===== src/rtl/ps2_kbd_rx.sv =====
`default_nettype none
// +--------------------------------------------------------------------------+
// | ps2_kbd_rx - PS/2 keyboard receiver: frame check, E0/F0 prefix folding,  |
// | valid/ready key events. Define PS2_KBD_RX_FIFO_EN for an event FIFO.     |
// | Revision: 1.0                                                            |
// +--------------------------------------------------------------------------+
module ps2_kbd_rx #(
  parameter int SYNC_STAGES = 2,
  parameter int TIMEOUT     = 4096
`ifdef PS2_KBD_RX_FIFO_EN
  ,
  parameter int FIFO_AW     = 2
`endif
) (
  input  logic       clk,
  input  logic       reset,
  input  logic       ps2_clk,
  input  logic       ps2_data,
  output logic       key_valid,
  input  logic       key_ready,
  output logic [7:0] key_code,
  output logic       key_extended,
  output logic       key_released,
  output logic       err_parity,
  output logic       err_timeout,
  output logic       overflow
);

  typedef enum logic [1:0] {
    S_IDLE   = 2'd0,
    S_SHIFT  = 2'd1,
    S_PARITY = 2'd2,
    S_STOP   = 2'd3
  } state_t;

  localparam int TW = $clog2(TIMEOUT);

  logic [SYNC_STAGES-1:0] clk_sync_q, clk_sync_d, dat_sync_q, dat_sync_d;
  logic                   clk_hist_q, clk_hist_d;
  state_t                 state_q, state_d;
  logic [2:0]             bit_cnt_q, bit_cnt_d;
  logic [7:0]             shift_q, shift_d;
  logic                   parity_q, parity_d;
  logic [TW-1:0]          tmo_q, tmo_d;
  logic                   byte_vld_q, byte_vld_d;
  logic [7:0]             byte_q, byte_d;
  logic                   ext_flag_q, ext_flag_d, brk_flag_q, brk_flag_d;
  logic                   err_parity_q, err_parity_d;
  logic                   err_timeout_q, err_timeout_d;
  logic                   overflow_q, overflow_d;
  logic                   fall, dat_s, bad_frame, ev_vld, load;
  logic [9:0]             ev;

  always_comb begin
    clk_sync_d    = {clk_sync_q[SYNC_STAGES-2:0], ps2_clk};
    dat_sync_d    = {dat_sync_q[SYNC_STAGES-2:0], ps2_data};
    clk_hist_d    = clk_sync_q[SYNC_STAGES-1];
    fall          = clk_hist_q & ~clk_sync_q[SYNC_STAGES-1];
    dat_s         = dat_sync_q[SYNC_STAGES-1];
    state_d       = state_q;
    bit_cnt_d     = bit_cnt_q;
    shift_d       = shift_q;
    parity_d      = parity_q;
    tmo_d         = (state_q == S_IDLE || fall) ? '0 : tmo_q + 1'b1;
    byte_vld_d    = 1'b0;
    byte_d        = byte_q;
    err_parity_d  = 1'b0;
    err_timeout_d = 1'b0;
    bad_frame     = 1'b0;
    // An abandoned partial frame keeps any pending prefix flags.
    if (state_q != S_IDLE && tmo_q == TW'(TIMEOUT - 1)) begin
      state_d       = S_IDLE;
      err_timeout_d = 1'b1;
    end else if (fall) begin
      case (state_q)
        S_IDLE: begin
          if (!dat_s) begin
            state_d   = S_SHIFT;
            bit_cnt_d = 3'd0;
          end
        end
        S_SHIFT: begin
          shift_d   = {dat_s, shift_q[7:1]};
          bit_cnt_d = bit_cnt_q + 3'd1;
          if (bit_cnt_q == 3'd7) state_d = S_PARITY;
        end
        S_PARITY: begin
          parity_d = dat_s;
          state_d  = S_STOP;
        end
        default: begin
          state_d = S_IDLE;
          if ((parity_q ^ (^shift_q)) && dat_s) begin
            byte_vld_d = 1'b1;
            byte_d     = shift_q;
          end else begin
            err_parity_d = 1'b1;
            bad_frame    = 1'b1;
          end
        end
      endcase
    end

    ev_vld     = 1'b0;
    ev         = {byte_q, ext_flag_q, brk_flag_q};
    ext_flag_d = ext_flag_q;
    brk_flag_d = brk_flag_q;
    if (byte_vld_q) begin
      if (byte_q == 8'hE0) begin
        ext_flag_d = 1'b1;
      end else if (byte_q == 8'hF0) begin
        brk_flag_d = 1'b1;
      end else begin
        ev_vld     = 1'b1;
        ext_flag_d = 1'b0;
        brk_flag_d = 1'b0;
      end
    end
    if (bad_frame) begin
      ext_flag_d = 1'b0;
      brk_flag_d = 1'b0;
    end
  end

  always_ff @(posedge clk) begin
    if (reset) begin
      clk_sync_q    <= '1;
      dat_sync_q    <= '1;
      clk_hist_q    <= 1'b1;
      state_q       <= S_IDLE;
      bit_cnt_q     <= 3'd0;
      shift_q       <= 8'h00;
      parity_q      <= 1'b0;
      tmo_q         <= '0;
      byte_vld_q    <= 1'b0;
      byte_q        <= 8'h00;
      ext_flag_q    <= 1'b0;
      brk_flag_q    <= 1'b0;
      err_parity_q  <= 1'b0;
      err_timeout_q <= 1'b0;
      overflow_q    <= 1'b0;
    end else begin
      clk_sync_q    <= clk_sync_d;
      dat_sync_q    <= dat_sync_d;
      clk_hist_q    <= clk_hist_d;
      state_q       <= state_d;
      bit_cnt_q     <= bit_cnt_d;
      shift_q       <= shift_d;
      parity_q      <= parity_d;
      tmo_q         <= tmo_d;
      byte_vld_q    <= byte_vld_d;
      byte_q        <= byte_d;
      ext_flag_q    <= ext_flag_d;
      brk_flag_q    <= brk_flag_d;
      err_parity_q  <= err_parity_d;
      err_timeout_q <= err_timeout_d;
      overflow_q    <= overflow_d;
    end
  end

  assign err_parity  = err_parity_q;
  assign err_timeout = err_timeout_q;
  assign overflow    = overflow_q;

`ifdef PS2_KBD_RX_FIFO_EN
  localparam int DEPTH = 1 << FIFO_AW;

  logic [9:0]       mem_q [DEPTH];
  logic [9:0]       mem_d [DEPTH];
  logic [FIFO_AW:0] wptr_q, wptr_d, rptr_q, rptr_d;
  logic             full, empty, rd;
  logic [9:0]       head;

  always_comb begin
    full  = (wptr_q[FIFO_AW] != rptr_q[FIFO_AW]) &&
            (wptr_q[FIFO_AW-1:0] == rptr_q[FIFO_AW-1:0]);
    empty = (wptr_q == rptr_q);
    rd    = !empty && key_ready;
    load  = ev_vld && (!full || rd);
    mem_d = mem_q;
    if (load) mem_d[wptr_q[FIFO_AW-1:0]] = ev;
    wptr_d     = load ? wptr_q + 1'b1 : wptr_q;
    rptr_d     = rd ? rptr_q + 1'b1 : rptr_q;
    overflow_d = overflow_q | (ev_vld & ~load);
    head       = empty ? 10'd0 : mem_q[rptr_q[FIFO_AW-1:0]];
  end

  always_ff @(posedge clk) begin
    if (reset) begin
      wptr_q <= '0;
      rptr_q <= '0;
    end else begin
      wptr_q <= wptr_d;
      rptr_q <= rptr_d;
    end
    mem_q <= mem_d;
  end

  assign key_valid    = !empty;
  assign key_code     = head[9:2];
  assign key_extended = head[1];
  assign key_released = head[0];
`else
  logic       key_valid_q, key_valid_d;
  logic [9:0] hold_q, hold_d;

  always_comb begin
    load        = ev_vld && (!key_valid_q || key_ready);
    hold_d      = load ? ev : hold_q;
    key_valid_d = load | (key_valid_q & ~key_ready);
    overflow_d  = overflow_q | (ev_vld & ~load);
  end

  always_ff @(posedge clk) begin
    if (reset) begin
      key_valid_q <= 1'b0;
      hold_q      <= 10'd0;
    end else begin
      key_valid_q <= key_valid_d;
      hold_q      <= hold_d;
    end
  end

  assign key_valid    = key_valid_q;
  assign key_code     = hold_q[9:2];
  assign key_extended = hold_q[1];
  assign key_released = hold_q[0];
`endif

endmodule
`default_nettype wire

===== config.mk =====
export PLATFORM = sky130hd
export DESIGN_NAME = ps2_kbd_rx
export DESIGN_NICKNAME = d
export VERILOG_FILES = /design/src/rtl/ps2_kbd_rx.sv
export SDC_FILE = /design/constraint.sdc
export NUM_CORES = 1
export LEC_CHECK = 0
export CAP_MARGIN = 25
export CORE_MARGIN = 2
export CORE_UTILIZATION = 50
export CTS_BUF_LIST = sky130_fd_sc_hd__clkbuf_8
export DETAILED_ROUTE_END_ITERATION = 8
export PLACE_DENSITY = 0.74
export SETUP_SLACK_MARGIN = 0.5
export SYNTH_ARGS = -nofsm -noshare
export SYNTH_HDL_FRONTEND = slang
export SYNTH_SLANG_ARGS = --single-unit

===== constraint.sdc =====
create_clock -name clk -period 4 [get_ports clk]
set_input_delay 0.8 -clock clk [delete_from_list [all_inputs] [get_ports clk]]
set_output_delay 0.8 -clock clk [all_outputs]
set_load 0.01 [all_outputs]

==> flow_summary_export.csv, run 1 <==
group,metric,value,unit
run_status,status,"finished, final reports clean",
pwr,powerDensity,332.6,nW/µm²
worst_setup_path,worstSetupPathType,"reg2reg",
timing,grt_setup_unrepaired,"false",
worst_setup_path,reg2reg_slack,1.68,ns
finish,drive_gt1_share,7.037,%
routing,wire_per_inst,12.57,µm
clocking,clk_path_buf_depth,2,
pwr,peakVddDrop,0.2331,mV
timing,fin_skew,0.007799,ns
synth,synth_nets,264,
floorplan,pin_count,19,
finish,final_cells,322,
clocking,numCtsBuffers,5,
finish,stdcell_area,2663,µm²
synth,synth-main-ff-cell,"dfxtp_1",
worst_setup_path,cp.arrival,2.55,ns
global_route,grt_pass1_vias,1536,
timing,fin_setup_tns,0,ns
floorplan,initial_core_util,53.07,%
placement,io_buffers,18,
synth,async_flop_share,0,%
worst_setup_path,critPathRequiredTime,4.24,ns
placement,dp_slack,1.693,ns
timing,hold_viol_final,0,
synth,netlist_instances,252,
finish,final_core_util,59.91,%
worst_setup_path,crit_path_max_fanout,11,
routing,drt_iter0_drc,145,
clocking,cts_tree,"built",
synth,synth_edf_count,0,
global_route,grt_max_degree,52,
floorplan,die-area,5282,µm²
worst_setup_path,worstSetupStartpointType,"register",
worst_setup_path,path_cells,"inv_1 -> ha_1 -> nand2b_1 -> nor4_1 -> buf_4 -> nand3b_1 -> nor3b_2 -> mux2i_1",
run,cap_violations,0,
floorplan,die_h,72.68,µm
finish,insertedDiodeCount,0,
floorplan,core,4444,µm²
timing,worstMarginPinSlew,0.7598,ns
worst_setup_path,cp_slowest_cell,"nor3b_2",
timing,post-route-min-period,2.318,ns
timing,max_slew_margin,49.13,%
worst_setup_path,cp_slowest_stage_delay,0.68,ns
placement,globalplace.congestion,0.8123,
synth,syn-mean-instance-area,9.359,µm²
synth,synth_seq_area_share,47.53,%
floorplan,core.rowCount,24,
routing,num_vias,1726,
worst_setup_path,crit_path_end_kind,"register",
placement,place_area,2571,µm²
timing,fmax,431.4,MHz
finish,syn_to_final_growth,12.89,%
clocking,htreeDepth,2,
global_route,antenna_found_initial,0,
timing,setup_viol,0,
clocking,clock_sinks,56,
pwr,cellLeakagePower,0.9821,nW
global_route,grt_overflow_total,0,
global_route,grt_pass1_wl,6.934,mm
worst_setup_path,crit_family,"simple AND/OR/NAND/NOR gates",
min_path,hold_class,"reg2reg",
synth,yosysWarnings,0,
timing,worst_slack,1.682,ns
placement,dp_cells,314,
clocking,clockRootBuffer,"clkbuf_8",
timing,period_share,57.95,%
clocking,clk_latency,0.30,ns
synth,ys_types,37,
routing,wl,4.049,mm
clocking,path_clk_slew,0.10,ns
timing,final_max_slew_viol_count,0,
routing,drt_first_pass_iters,4,
clocking,cts_hold_buf,0,
routing,drc,0,
placement,dp_hpwl,2.874,mm
synth,syn-cell-area,2359,µm²
finish,num-nets-final,281,
synth,ys_ff_latch,56,
global_route,track_usage,16.45,%
clocking,cts_setup_buffers,0,
worst_setup_path,path_buf_inv,2,
clocking,cts_resized,0,
routing,ant_nets,0,
routing,viasPerCell,5.360,
floorplan,die_w,72.68,µm
## cells in the mapped netlist, drive strengths merged, types with 3 or more instances
library cell	n	area, µm²
a21oi	17	85.08
and4	3	26.28
clkbuf	8	31.28
dfxtp	56	1121
ha	7	87.58
inv	5	18.77
mux2i	16	160.2
nand2	21	78.83
nand2b	19	118.9
nand3	8	40.04
nand4	4	25.02
nor2	24	90.09
nor2b	4	25.02
nor3	5	25.02
o21ai	12	60.06
or2	6	37.54
or3	5	31.28
xnor2	6	60.06
xor2	7	61.31
## cells by family after synthesis
logic type	synth area share, %
fa+ha+maj	3.713
mux	6.790
simple gates	23.18
xor+xnor	6.101
compound gates	9.868
flops	47.53
buf+inv	2.812
## per-stage QoR
step           hold slack, ns  power [mW]
3_5_place_dp           0.3956      0.5943
4_1_cts                0.4210      0.8990
6_report               0.4169      0.8855
5_1_grt                0.4405      0.9234
3_3_place_gp           0.3917      0.5943
2_1_floorplan          0.3895      0.5870
## registers in the layout, summed over array words and instances (netlist names)
register	count
tmo_q	12
brk_flag_q	1
clk_sync_q	2
byte_vld_q	1
dat_sync_q	2
clk_hist_q	1
overflow	1
ext_flag_q	1
shift_q	8
err_parity	1
parity_q	1
state_q	2
hold_q	10
key_valid	1
bit_cnt_q	3
byte_q	8
err_timeout	1
## area by class of cell
class                      count  area [µm²]
fill                         398        1782
multi-input combinational    181        1171
sequential                    56        1121
timing repair buffer          20       195.2
clock buffer                   5       68.82
tap                           52       65.06
clock inverter                 3       22.52
inverter                       5       18.77
## layout by cell type, fill, tap and decap left out, drive strengths merged, types with 2 or more instances in the layout
cell	n
clkinv	2
o21ai	12
nor2b	4
buf	2
nand4	4
nand2b	19
dfxtp	56
nand3	8
nor2	24
a211oi	2
clkdlybuf4s50	18
a32oi	2
xor2	7
nand2	21
clkbuf	5
nor3	5
mux2i	16
a21oi	17
or2	6
and4	3
xnor2	6
or3	5
inv	6
ha	7
nand3b	2
## metal layers
| metal | up-vias | part of all wire (%) | global-route usage, % |
|---|---|---|---|
| met5 | - | 0 | 0 |
| met4 | 0 | 0.96 | 4.938 |
| met3 | 4 | 3.2 | 3.315 |
| met2 | 36 | 46 | 25.66 |
| met1 | 787 | 50 | 23.08 |
| li1 | 899 | - | - |
## power breakdown
group / total [mW] / internal, mW / switching, mW
combinational: 0.0204 / 0.00954 / 0.0109
sequential: 0.561 / 0.559 / 0.00131
clock: 0.304 / 0.126 / 0.179
total: 0.886 / 0.695 / 0.191
## worst paths after layout
| check | startpoint | cells past startpoint | to |
|---|---|---|---|
| min reg2reg | dat_sync_q[0] | 1 | dat_sync_q[1] |
| max | state_q[0] | 8 | byte_q[2] |
| max reg2reg | state_q[0] | 8 | byte_q[2] |
| min | dat_sync_q[0] | 1 | dat_sync_q[1] |
Note: power is estimated with default switching activity, not from simulation.
==> run 2, diff against run 1 <==
==> constraint.sdc (replaced) <==
create_clock -name clk -period 2.39 [get_ports clk]
set_input_delay 0.478 -clock clk [delete_from_list [all_inputs] [get_ports clk]]
set_output_delay 0.478 -clock clk [all_outputs]
set_load 0.01 [all_outputs]
==> run 2 against run 1 <==
Net effect: power rose by 69%; final cell count is 1.9% higher; largest power group unchanged; via count increased by 0.46%; register-to-register slack lost 1.1 ns; worst hold slack about the same; flip-flop and latch count unchanged; clock power is 71% higher; combinational power rose by 83%.
==> flow_summary_export.csv, run 2 (synthesis results as in run 1) <==
group,metric,value,unit
clocking,htreeDepth,2,
finish,syn_to_final_growth,15.49,%
floorplan,die_h,72.68,µm
routing,num_vias,1734,
floorplan,pin_count,19,
routing,drc,0,
floorplan,core,4444,µm²
floorplan,die_w,72.68,µm
timing,fmax,555.6,MHz
clocking,path_clk_slew,0.10,ns
clocking,clockRootBuffer,"clkbuf_8",
worst_setup_path,worstSetupStartpointType,"register",
worst_setup_path,worstSetupPathType,"reg2reg",
finish,fillCellCount,380,
floorplan,die-area,5282,µm²
clocking,cts_tree,"built",
worst_setup_path,crit_path_max_fanout,8,
timing,fin_skew,0.007448,ns
pwr,cellLeakagePower,1.010,nW
finish,num-nets-final,287,
finish,final_common_cell,"dfxtp_1",
floorplan,initial_core_util,53.07,%
worst_setup_path,crit_end,"byte_q[7]",
finish,reg_top3,"tmo_q (12), hold_q (10)",
finish,mostFrequentLayoutCells,"53 x dfxtp_1, 23 x nor2_1, 21 x nand2_1",
run,cap_violations,0,
routing,viasPerCell,5.287,
finish,insertedDiodeCount,0,
global_route,grt_overflow_total,0,
timing,post-route-min-period,1.800,ns
worst_setup_path,r2r_cells,6,
worst_setup_path,critPathRequiredTime,2.64,ns
worst_setup_path,cp.arrival,2.05,ns
finish,stdcell_area,2724,µm²
global_route,antenna_found_initial,0,
timing,fin_hold_ws,0.4169,ns
clocking,numCtsBuffers,5,
finish,regMostFlops,"tmo_q",
timing,final_max_slew_viol_count,0,
timing,hold_viol_final,0,
clocking,clk_path_buf_depth,2,
pwr,peakVddDrop,0.3846,mV
min_path,hold_class,"reg2reg",
global_route,track_usage,16.29,%
routing,wire_per_inst,12.44,µm
global_route,grt_pass1_vias,1541,
timing,period_share,75.31,%
worst_setup_path,reg2reg_slack,0.59,ns
pwr,power,1.495,mW
clocking,clock_sinks,56,
timing,worstMarginPinSlew,0.4356,ns
placement,io_buffers,18,
timing,max_slew_margin,70.93,%
worst_setup_path,r2r_end,"byte_q[7]",
run_status,status,"finished, final reports clean",
worst_setup_path,crit_path_end_kind,"register",
global_route,grt_max_degree,38,
timing,setup_viol,0,
floorplan,core.rowCount,24,
finish,drive_gt1_share,11.23,%
routing,drt_iter0_drc,69,
clocking,clk_latency,0.31,ns
worst_setup_path,critPathLaunch,"shift_q[2]",
placement,place_area,2601,µm²
global_route,grt_pass1_wl,6.810,mm
routing,ant_nets,0,
routing,wl,4.080,mm
placement,globalplace.congestion,0.7856,
pwr,powerDensity,548.7,nW/µm²
finish,largest_reg_flops,12,
timing,grt_setup_unrepaired,"false",
placement,dp_hpwl,2.875,mm
timing,fin_setup_tns,0,ns
worst_setup_path,rr_startpoint,"shift_q[2]",
routing,drt_first_pass_iters,4,
## run 2: final cells by class
cell class              count  area (µm²)  area share [%]
multi-input cells         181        1185           43.50
flip-flops and latches     56        1125           41.30
repair buffers             26       240.2           8.819
clock buffers               5       68.82           2.526
well taps                  52       65.06           2.389
clock inverters             3       21.27          0.7809
inverters                   5       18.77          0.6890
## run 2: per-layer routing
layer / wire length [µm] / vias to the layer above / GRT usage, % / part of all wire, %
li1: - / 916 / - / -
met5: 0 / - / 0 / 0
met4: 32 / 0 / 6.790 / 0.78
met2: 1760 / 26 / 24.85 / 43
met1: 2150 / 790 / 22.26 / 53
met3: 137 / 2 / 3.729 / 3.4
## run 2: how the worst min path moves through the flow
| stage | startpoint | endpoint | cells after the start |
|---|---|---|---|
| 2_1_floorplan | clk_sync_q[0] | clk_sync_q[1] | 1 |
| 3_5_place_dp | clk_sync_q[0] | clk_sync_q[1] | 1 |
| 3_3_place_gp | clk_sync_q[0] | clk_sync_q[1] | 1 |
| 4_1_cts | dat_sync_q[0] | dat_sync_q[1] | 1 |
| 6_report | dat_sync_q[0] | dat_sync_q[1] | 1 |
| 5_1_grt | dat_sync_q[0] | dat_sync_q[1] | 1 |
## run 2: where the power goes
part           total (mW)  switching (mW)  leakage, nW  internal (mW)
Sequential          0.938         0.00198        0.453          0.936
Clock               0.519           0.310       0.0445          0.209
Combinational      0.0374          0.0192        0.512         0.0182
## run 2: metrics by stage
step           utilization, %  cells  setup WS (ns)
6_report                61.29    328         0.5902
5_1_grt                 61.29    328         0.4890
4_1_cts                 60.92    327         0.5301
3_5_place_dp            58.53    318         0.4207
3_3_place_gp            58.53    318         0.4235
2_1_floorplan               -    252         0.5167
## run 2: repair_timing
item / 4_1_cts / 5_1_grt
endpoints found under the setup margin: 9 / 10
setup buffers: 1 / 1
gates resized for setup: 2 / 5
hold buffers: 0 / 0
## run 2: critical path: stages, from the launching register on
cell and delay [ns]:
dfxtp_1 0.39, xor2_1 0.16, xnor3_1 0.45, xnor2_2 0.16
nor3b_2 0.17, buf_4 0.21, mux2i_1 0.20
==> run 3, diff against run 2 <==
==> constraint.sdc (replaced) <==
create_clock -name clk -period 1.8 [get_ports clk]
set_input_delay 0.36 -clock clk [delete_from_list [all_inputs] [get_ports clk]]
set_output_delay 0.36 -clock clk [all_outputs]
set_load 0.01 [all_outputs]
==> run 3 against run 2 <==
Net effect: clock skew increased by 0.0013 ns; count of clock-buffer cells in the layout did not move; sequential power grew 32%; global-route usage grew 2.2 points; fmax rose by 5.2%; critical path depth did not move; largest cell class unchanged.
==> flow_summary_export.csv, run 3 (synthesis results as in run 1) <==
group,metric,value,unit
run_status,status,"finished, final reports clean",
timing,final_max_slew_viol_count,0,
worst_setup_path,crit_path_end_kind,"register",
global_route,grt_pass1_wl,7.797,mm
timing,grt_setup_unrepaired,"true",
timing,period_share,95.05,%
routing,wl,4.699,mm
clocking,htreeDepth,2,
finish,regMostFlops,"tmo_q",
global_route,grt_overflow_total,0,
global_route,grt_max_degree,52,
worst_setup_path,worstSetupStartpointType,"register",
timing,fin_setup_tns,0,ns
clocking,clk_path_buf_depth,2,
finish,drive_gt1_share,34.93,%
clocking,numCtsBuffers,5,
floorplan,pin_count,19,
routing,drc,0,
timing,fmax,584.5,MHz
timing,post-route-min-period,1.711,ns
pwr,power,1.956,mW
timing,worstMarginPinSlew,0.4074,ns
routing,wire_per_inst,13.66,µm
finish,final_core_util,69.12,%
finish,fillCellCount,329,
pwr,powerDensity,636.7,nW/µm²
timing,hold_viol_final,0,
finish,syn_to_final_growth,30.24,%
placement,globalplace.congestion,0.7520,
routing,num_vias,1845,
finish,seqCellArea,1145,µm²
clocking,clock_sinks,56,
placement,io_buffers,18,
floorplan,initial_core_util,53.07,%
finish,largest_reg_flops,12,
worst_setup_path,critPathRequiredTime,2.04,ns
finish,num-nets-final,304,
worst_setup_path,reg2reg_slack,0.09,ns
worst_setup_path,worstSetupPathType,"reg2reg",
timing,setup_viol,0,
run,cap_violations,0,
global_route,grt_pass1_vias,1732,
worst_setup_path,crit_path_max_fanout,8,
timing,fin_skew,0.008746,ns
clocking,clockRootBuffer,"clkbuf_8",
clocking,clk_latency,0.31,ns
routing,drt_first_pass_iters,4,
min_path,hold_class,"reg2reg",
routing,drt_iter0_drc,133,
pwr,peakVddDrop,0.3596,mV
finish,insertedDiodeCount,0,
clocking,cts_tree,"built",
global_route,track_usage,18.51,%
floorplan,die_h,72.68,µm
worst_setup_path,cp.arrival,1.95,ns
floorplan,core,4444,µm²
finish,final_cells,344,
finish,final_common_cell,"dfxtp_1",
finish,multiInputGateArea,1400,µm²
routing,ant_nets,0,
floorplan,core.rowCount,24,
finish,reg_top3,"tmo_q (12), hold_q (10)",
finish,mostFrequentLayoutCells,"39 x dfxtp_1, 22 x nor2_1, 17 x nand2b_1",
routing,viasPerCell,5.363,
timing,max_slew_margin,72.84,%
global_route,antenna_found_initial,0,
clocking,path_clk_slew,0.10,ns
floorplan,die-area,5282,µm²
placement,dp_cells,326,
pwr,cellLeakagePower,1.188,nW
clocking,cts_hold_buf,0,
placement,dp_hpwl,2.858,mm
floorplan,die_w,72.68,µm
[run 3: final timing paths]
path | start | to | cells after the start
worst max-delay path | shift_q[3] | byte_q[7] | 6
worst max register to register | shift_q[3] | byte_q[7] | 6
worst min register to register | dat_sync_q[0] | dat_sync_q[1] | 1
worst min-delay path | dat_sync_q[0] | dat_sync_q[1] | 1
[run 3: through the flow]
| step | area (µm²) | worst slack [ns] | hold slack [ns] |
|---|---|---|---|
| 6_report | 3072 | 0.08913 | 0.4166 |
| 5_1_grt | 3072 | -0.03945 | 0.4375 |
| 4_1_cts | 2945 | 0.06538 | 0.4220 |
| 3_5_place_dp | 2714 | 0.08391 | 0.3984 |
| 3_3_place_gp | 2714 | 0.1175 | 0.3963 |
| 2_1_floorplan | 2427 | 0.008644 | 0.3895 |
[run 3: per-layer routing]
metal | global-route usage (%) | share of wire (%) | wire length [µm] | vias to the layer above
met5 | 0 | 0 | 0 | -
met3 | 4.558 | 4.1 | 191 | 4
met1 | 25.13 | 47 | 2217 | 855
met4 | 5.556 | 0.87 | 41 | 0
met2 | 29.19 | 48 | 2249 | 38
li1 | - | - | - | 948
[run 3: critical path, stage by stage, from the launching register on]
cell	delay, ns
dfxtp_2	0.34
xnor2_2	0.14
xnor3_1	0.44
xnor2_2	0.16
nor3b_2	0.20
buf_6	0.18
mux2i_1	0.19
[run 3: area by class of cell]
type	instances	share of cell area, %
well taps	52	2.118
inverters	5	0.6110
clock inverters	2	0.4073
repair buffers	41	11.77
clock buffers	5	2.240
flip-flops and latches	56	37.27
multi-input cells	183	45.58
[run 3: what timing repair did]
item | CTS | global route
pin swaps | 33 | 12
resized for setup | 50 | 47
buffers inserted | 5 | 4
cloned | 2 | 0
endpoints found under the hold margin | 0 | 0
endpoints found under the setup margin | 62 | 62
[run 3: report_power, final]
part / switching (mW) / internal, mW / total, mW
clock: 0.387 / 0.264 / 0.651
sequential: 0.00366 / 1.24 / 1.24
combinational: 0.0310 / 0.0290 / 0.0600
total: 0.421 / 1.53 / 1.96
